[src/rtl/multicycle_ctrl.sv]
// rtl/multicycle_ctrl.sv - multi-cycle MIPS main control FSM and ALU decoder
module multicycle_ctrl #(
    parameter int STATE_W = 4
) (
    input  logic               clk,
    input  logic               reset,
    input  logic [5:0]         op,
    input  logic [5:0]         funct,
    input  logic               zero,
    output logic               pcen,
    output logic               iord,
    output logic               memwrite,
    output logic               irwrite,
    output logic               regdst,
    output logic               memtoreg,
    output logic               regwrite,
    output logic               alusrca,
    output logic [1:0]         alusrcb,
    output logic               zeroext,
    output logic [1:0]         pcsrc,
    output logic [2:0]         alucontrol,
    output logic               instr_done,
    output logic               illegal,
    output logic [STATE_W-1:0] state_o
);

    typedef enum logic [STATE_W-1:0] {
        FETCH   = STATE_W'(0),
        DECODE  = STATE_W'(1),
        MEMADR  = STATE_W'(2),
        MEMRD   = STATE_W'(3),
        MEMWB   = STATE_W'(4),
        MEMWR   = STATE_W'(5),
        RTYPEEX = STATE_W'(6),
        ALUWB   = STATE_W'(7),
        BEQ     = STATE_W'(8),
        IMMEX   = STATE_W'(9),
        IMMWB   = STATE_W'(10),
        JUMP    = STATE_W'(11),
        BNE     = STATE_W'(12),
        ILLEGAL = STATE_W'(15)
    } state_t;

    localparam logic [5:0] OP_R    = 6'b000000;
    localparam logic [5:0] OP_J    = 6'b000010;
    localparam logic [5:0] OP_BEQ  = 6'b000100;
    localparam logic [5:0] OP_BNE  = 6'b000101;
    localparam logic [5:0] OP_ADDI = 6'b001000;
    localparam logic [5:0] OP_SLTI = 6'b001010;
    localparam logic [5:0] OP_ANDI = 6'b001100;
    localparam logic [5:0] OP_ORI  = 6'b001101;
    localparam logic [5:0] OP_LW   = 6'b100011;
    localparam logic [5:0] OP_SW   = 6'b101011;

    localparam logic [2:0] ALU_ADD = 3'b010;
    localparam logic [2:0] ALU_SUB = 3'b110;
    localparam logic [2:0] ALU_AND = 3'b000;
    localparam logic [2:0] ALU_OR  = 3'b001;
    localparam logic [2:0] ALU_SLT = 3'b111;

    state_t state_q, state_d;
    logic   pcwrite, branch, branchne;

    always_ff @(posedge clk or negedge reset) begin
        if (!reset) state_q <= FETCH;
        else        state_q <= state_d;
    end

    always_comb begin
        state_d    = FETCH;
        pcwrite    = 1'b0;
        branch     = 1'b0;
        branchne   = 1'b0;
        iord       = 1'b0;
        memwrite   = 1'b0;
        irwrite    = 1'b0;
        regdst     = 1'b0;
        memtoreg   = 1'b0;
        regwrite   = 1'b0;
        alusrca    = 1'b0;
        alusrcb    = 2'b00;
        zeroext    = 1'b0;
        pcsrc      = 2'b00;
        alucontrol = ALU_ADD;
        instr_done = 1'b0;
        illegal    = 1'b0;
        // Reset forces every enable and select low, not just the state register.
        if (!reset) begin
            alucontrol = 3'b000;
        end else begin
            unique case (state_q)
                FETCH: begin
                    alusrcb = 2'b01;
                    irwrite = 1'b1;
                    pcwrite = 1'b1;
                    state_d = DECODE;
                end
                DECODE: begin
                    alusrcb = 2'b11;
                    case (op)
                        OP_LW, OP_SW:                      state_d = MEMADR;
                        OP_R:                              state_d = RTYPEEX;
                        OP_BEQ:                            state_d = BEQ;
                        OP_BNE:                            state_d = BNE;
                        OP_ADDI, OP_ANDI, OP_ORI, OP_SLTI: state_d = IMMEX;
                        OP_J:                              state_d = JUMP;
                        default:                           state_d = ILLEGAL;
                    endcase
                end
                MEMADR: begin
                    alusrca = 1'b1;
                    alusrcb = 2'b10;
                    state_d = (op == OP_LW) ? MEMRD : MEMWR;
                end
                MEMRD: begin
                    iord    = 1'b1;
                    state_d = MEMWB;
                end
                MEMWB: begin
                    memtoreg   = 1'b1;
                    regwrite   = 1'b1;
                    instr_done = 1'b1;
                end
                MEMWR: begin
                    iord       = 1'b1;
                    memwrite   = 1'b1;
                    instr_done = 1'b1;
                end
                RTYPEEX: begin
                    alusrca = 1'b1;
                    state_d = ALUWB;
                    case (funct)
                        6'b100000: alucontrol = ALU_ADD;
                        6'b100010: alucontrol = ALU_SUB;
                        6'b100100: alucontrol = ALU_AND;
                        6'b100101: alucontrol = ALU_OR;
                        6'b101010: alucontrol = ALU_SLT;
                        default:   state_d    = ILLEGAL;
                    endcase
                end
                ALUWB: begin
                    regdst     = 1'b1;
                    regwrite   = 1'b1;
                    instr_done = 1'b1;
                end
                BEQ, BNE: begin
                    alusrca    = 1'b1;
                    alucontrol = ALU_SUB;
                    pcsrc      = 2'b01;
                    branch     = (state_q == BEQ);
                    branchne   = (state_q == BNE);
                    instr_done = 1'b1;
                end
                IMMEX: begin
                    alusrca = 1'b1;
                    alusrcb = 2'b10;
                    state_d = IMMWB;
                    case (op)
                        OP_ANDI: begin alucontrol = ALU_AND; zeroext = 1'b1; end
                        OP_ORI:  begin alucontrol = ALU_OR;  zeroext = 1'b1; end
                        OP_SLTI: alucontrol = ALU_SLT;
                        default: alucontrol = ALU_ADD;
                    endcase
                end
                IMMWB: begin
                    regwrite   = 1'b1;
                    instr_done = 1'b1;
                end
                JUMP: begin
                    pcsrc      = 2'b10;
                    pcwrite    = 1'b1;
                    instr_done = 1'b1;
                end
                ILLEGAL: begin
                    illegal = 1'b1;
                    state_d = ILLEGAL;
                end
                default: state_d = FETCH;
            endcase
        end
    end

    assign pcen    = pcwrite | (branch & zero) | (branchne & ~zero);
    assign state_o = state_q;

endmodule
[config.mk]
export PLATFORM = sky130hd
export DESIGN_NAME = multicycle_ctrl
export DESIGN_NICKNAME = d
export VERILOG_FILES = /design/src/rtl/multicycle_ctrl.sv
export SDC_FILE = /design/constraint.sdc
export NUM_CORES = 1
export LEC_CHECK = 0
export ABC_AREA = 1
export BUFFER_PORTS_ARGS = -buffer_cell sky130_fd_sc_hd__buf_2
export CORE_ASPECT_RATIO = 1.2
export CORE_UTILIZATION = 40
export CTS_BUF_LIST = sky130_fd_sc_hd__clkbuf_4
export DETAILED_ROUTE_END_ITERATION = 8
export PLACE_DENSITY = 0.73
export SYNTH_ARGS = -nofsm -noshare
export SYNTH_HDL_FRONTEND = slang
export SYNTH_SLANG_ARGS = --single-unit
[constraint.sdc]
create_clock -name clk -period 1.5 [get_ports clk]
set_input_delay 0.375 -clock clk [delete_from_list [all_inputs] [get_ports clk]]
set_output_delay 0.375 -clock clk [all_outputs]
set_load 0.03 [all_outputs]
==> results.txt, run 1 <==
* Width of the chip: 40.1 um
- Status: aborted with a tool error
- Counting every net in the synthesized netlist gives 150.
- Synth Cell Area: 698 um^2
* Worst endpoint type: primary output
- Maximum buffer depth of the clock tree: 2
- After clock tree synthesis, the flow added hold-fix buffers numbering 0.
* Yosys warnings: 0
- For this configuration, the core starts out at a cell density of 0.425.
- Gate Count Post-Synth: 135
- 37 I/O pins were placed.
- Level count of the clock H-tree: 1
* Row count: 16
- Yosys mapped the design onto 23 distinct sky130hd cell types.
- Number of buffer cells added on primary ports: 36
- Last step reached: 5_1_grt
- Avg Cell Area, Syn: 5.17 um^2
- Pin count of the biggest net entering global routing: 11
* Placer Congestion: 0.772
* Clock Sink Count: 4
* Flop and latch count out of synthesis: 4
* Vertical die dimension: 47.8 um
- Run Error: [ERROR DPL-0038] Utilization greater than 100%, impossible to legalize
- The share of the Yosys chip area taken by registers is 0.143.
* Worst Endpoint after GRT Repair: alucontrol[2]
* Post-DP HPWL: 2.18 mm
* Number of buffers created by CTS: 3
* Master cell of the clock root buffer: clkbuf_4
[kinds of logic after synthesis]
group           share of synthesized area
simple gates                        0.529
buf+inv                             0.168
compound gates                      0.147
flops                               0.143
xor+xnor                           0.0125
[cell usage after synthesis]
cell type  count  share of area
nor2_2         4          0.036
inv_2          3          0.016
dfrtp_1        4           0.14
clkbuf_1       1         0.0054
a31oi_1        3          0.027
inv_1         26           0.14
nor2_4         1          0.016
nand2_1       26           0.14
nand2_2        1         0.0090
nor2_1        23           0.12
nor3_1         5          0.036
nand4_1        4          0.036
a21oi_2        1          0.013
o21ai_1        1         0.0072
nand3_1       14           0.10
a211oi_1       1          0.011
a21oi_1        7          0.050
nor4_1         2          0.018
o211ai_1       1          0.011
xnor2_1        1          0.013
o21ai_0        4          0.029
clkinv_2       1         0.0072
nand3_2        1          0.014
[stage by stage]
stage	setup WS (ns)	instance area, um^2	hold slack (ns)	std cells
detailed placement	-0.314	1350	0.301	228
global placement	-0.241	1350	0.297	228
floorplan	-0.420	853	0.0794	135
CTS	-0.381	1590	0.0572	237
[what timing repair did]
| action | 4_1_cts |
|---|---|
| resized for setup | 53 |
| gates cloned | 0 |
| setup endpoints to repair | 20 |
| setup buffers | 6 |
| pin swaps | 8 |
==> inputs of run 2 (changes only) <==
--- a/config.mk
+++ b/config.mk
@@ -7,11 +7,10 @@
 export LEC_CHECK = 0
 export ABC_AREA = 1
 export BUFFER_PORTS_ARGS = -buffer_cell sky130_fd_sc_hd__buf_2
-export CORE_ASPECT_RATIO = 1.2
-export CORE_UTILIZATION = 40
-export CTS_BUF_LIST = sky130_fd_sc_hd__clkbuf_4
+export CORE_AREA = 2 2 63 65
 export DETAILED_ROUTE_END_ITERATION = 8
-export PLACE_DENSITY = 0.73
+export DIE_AREA = 0 0 65 67
+export PLACE_DENSITY_LB_ADDON = 0.15
 export SYNTH_ARGS = -nofsm -noshare
 export SYNTH_HDL_FRONTEND = slang
 export SYNTH_SLANG_ARGS = --single-unit
==> constraint.sdc (replaced) <==
create_clock -name clk -period 2 [get_ports clk]
set_input_delay 0.5 -clock clk [delete_from_list [all_inputs] [get_ports clk]]
set_output_delay 0.5 -clock clk [all_outputs]
set_load 0.03 [all_outputs]
==> run 2 against run 1 <==
  * The flow now finishes without violations
  * Synthesized cell count did not move
  * Synthesized area did not move
==> results.txt, run 2 <==
- Detailed placement ended at an HPWL of 2.09 mm.
- Buffers inserted during clock tree synthesis total 3.
- Pin count of the biggest net entering global routing: 11
- Width of the chip: 65 um
- Worst Max-Slew Pin Slew: 0.352 ns
* Leading cell type in the layout, fill and taps excluded: buf_4
* Kind of launch point of the worst setup path: flop
* Yosys top cell area share: 0.143
* Wire per inst: 10.1 um
* Placement Cell Area: 1090 um^2
- The cell sitting at the root of the clock tree is a clkbuf_8.
- The compound-cell area share of the yosys netlist is 0.147.
* Post-Route WL: 2.52 mm
* Prevailing post-synth register cell: dfrtp_1
* Vertical die dimension: 67 um
- Data arrival time of the critical path: 1.49 ns
- Setup violations remaining at the end of the flow were counted as 0.
- Post-synthesis async set-or-reset flop share: 1.00
- Once detail routing completed, the nets flagged for antenna violations numbered 0.
* Maximum buffer depth of the clock tree: 2
- The share of total power dissipated in combinational logic is 0.758.
* Iteration count of the initial detailed-routing pass: 4
- HP Class: in -> async
* Fraction of power spent switching nets: 0.537
- TritonCTS built the clock tree.
* Worst setup path category: reg -> out
- Placer Congestion: 0.804
- Post-synthesis sequential area ratio: 0.143
- The final layout contains 217 nets.
* Routed via count: 1,072
* Row count: 22
* Count of unique library cells instantiated by Yosys: 23
- Antenna diode count: 0
* Avg Cell Area, Syn: 5.17 um^2
- Worst max-slew margin expressed relative to the limit: 0.763
- Vias in the first global route: 958
* All-layer global routing usage: 0.117
- Basic-gate share of the synthesized area counting and, or, nand and nor cells: 0.529
- 37 I/O pins were placed.
- Power comes to 0.00152 W.
- Internal power comes to 0.000704 W.
- Relative to the synthesized area, the layout overhead comes to 91.0%.
- By count the netlist is led by inv_1 (26), nand2_1 (26), nor2_1 (23), nand3_1 (14), a21oi_1 (7).
* RSZ-0062 raised after global routing: true
- Maximum fanout along the worst path: 5
- After clock tree synthesis, the flow added hold-fix buffers numbering 0.
* Clock Pin Slew Worst Setup and Hold Paths: 0.03 ns
* Hold_ws: 0.210 ns
- Average vias per placed instance: 4.32
- The worst setup path is captured at an output pin.
- Fraction of layout instances using a drive strength above 1: 0.500
- The flow ran to the end, and the final reports show no timing, DRC or antenna violations.
* DRC marker count from the first detailed-route iteration: 11
- After global routing the overflow that remains totals 0.
* Number of buffer cells added on primary ports: 36
- Max-cap violations in this run came to 0.
- Hold Vio Cnt, Final: 0
* Largest family of logic cells by synthesized area: simple AND/OR/NAND/NOR gates
- The worst-case IR drop observed on VDD is 0.258 mV.
- After technology mapping, the gate count stands at 135.
* First-pass GRT wire length: 4.06 mm
- Fraction of synthesized area in multiplexers: 0
* Yosys warnings: 0
* Count of flip-flops with a built-in enable after synthesis: 0
* Clock Skews: 0.00304 ns
- Core area: 3610 um^2
* Leading cell types by total area after synthesis: dfrtp_1 (14%), inv_1 (14%), nand2_1 (14%), nor2_1 (12%), nand3_1 (10%)
* Net Count, Synth: 150
* Most frequent cells in the layout: buf_4 (30), buf_2 (27), nand2_1 (25)
- Synth Cell Area: 698 um^2
* Adder and majority cell fraction of the synthesized area: 0
- Clock share of power: 0.110
* Share of the cycle needed by the critical path after routing: 0.995
* Number of design rule violations left after detail routing: 0
- Worst EP required: 1.50 ns
- Leading area contributor after synthesis: dfrtp_1
- With fillers left out, the area of the finished cells amounts to 1330 um^2.
- The smallest clock period supported by the final layout is computed as 1.99 ns.
- Register share of total power: 0.132
- Static timing analysis puts the maximum clock frequency at 502 MHz.
* Post-synthesis xor/xnor area fraction: 0.0125
* Number of antenna violations at the first check in global routing: 0
- For the worst-skew pair, the clock arrives at the later sink with an insertion delay of 0.21 ns.
* Area enclosed by the die boundary: 4360 um^2
* Number of pins exceeding their max-slew limit in the final report: 0
- Power density cells: 1140 nW/um^2
- Sw power: 0.000816 W
- Clock Sink Count: 4
* Max FFs per register: 4
* Flop and latch count out of synthesis: 4
- Level count of the clock H-tree: 1
* Filler Cells Inserted: 405
* Leakage power: 0.740 nW
- For this configuration, the core starts out at a cell density of 0.194.
run 2: power by group through the flow:
| stage | registers (W) | clock network [W] | logic, W |
|---|---|---|---|
| after floorplan | 0.000251 | 0 | 0.000567 |
| after global placement | 0.000197 | 0 | 0.000934 |
| after detailed placement | 0.000197 | 0 | 0.000932 |
| after CTS | 0.000183 | 0.000172 | 0.00107 |
| after global routing | 0.000207 | 0.000176 | 0.00125 |
| final | 0.000201 | 0.000167 | 0.00115 |
run 2: layout make-up:
type / count / area, um^2 / share of cell area
Clock buffer: 3 / 41.3 / 0.0310
Inverter: 30 / 123 / 0.0919
Multi-Input combinational cell: 100 / 577 / 0.432
Sequential cell: 4 / 105 / 0.0788
Tap cell: 48 / 60.1 / 0.0450
Timing Repair Buffer: 63 / 428 / 0.321
run 2: repair_timing:
item,CTS,global route
gates resized for setup,20,20
pin swaps,3,8
hold endpoints to repair,0,0
buffers inserted,7,7
endpoints found under the setup margin,8,8
run 2: kinds of logic after synthesis:
| logic type | after synthesis |
|---|---|
| flops | 4 |
| buf+inv | 31 |
| simple gates | 81 |
| xor+xnor | 1 |
| compound gates | 18 |
run 2: final timing paths:
kind	startpoint	to	slack, ns	depth (start not counted)
worst max-delay path	state_o[2]	alucontrol[0]	0.01	9
worst min-delay path	reset	state_o[2]	0.21	2
worst max register to register	state_o[2]	state_o[1]	0.59	5
worst min register to register	state_o[3]	state_o[2]	0.75	3
max in group asynchronous	reset	state_o[1]	1.64	2
min in group clk	state_o[3]	state_o[2]	0.75	3
run 2: critical path, cell delays in order, from the launching register on:
cell and delay, ns:
dfrtp_2 0.44, inv_4 0.07, nor2_4 0.11, nand2_4 0.09, nor2_2 0.13, nand2_1 0.06, o211ai_1 0.07, nand3_1 0.11
inv_2 0.06, buf_6 0.12
run 2: stage by stage:
step / utilization / instances / setup slack (ns) / setup TNS, ns
2_1_floorplan: - / 135 / -0.0659 / -0.228
3_3_place_gp: 0.302 / 231 / -0.0557 / -0.0557
3_5_place_dp: 0.302 / 231 / -0.101 / -0.133
4_1_cts: 0.341 / 241 / -0.0270 / -0.0270
5_1_grt: 0.370 / 248 / -0.117 / -0.644
6_report: 0.370 / 248 / 0.00993 / 0
run 2: routing by layer:
metal / track usage / up-vias / wire (um)
met3: 0.0186 / 0 / 121
met2: 0.222 / 25 / 1310
met5: 0 / - / 0
met1: 0.135 / 478 / 1090
met4: 0.0319 / 0 / 0
li1: - / 569 / -
Power figures use the tool's default switching activity.
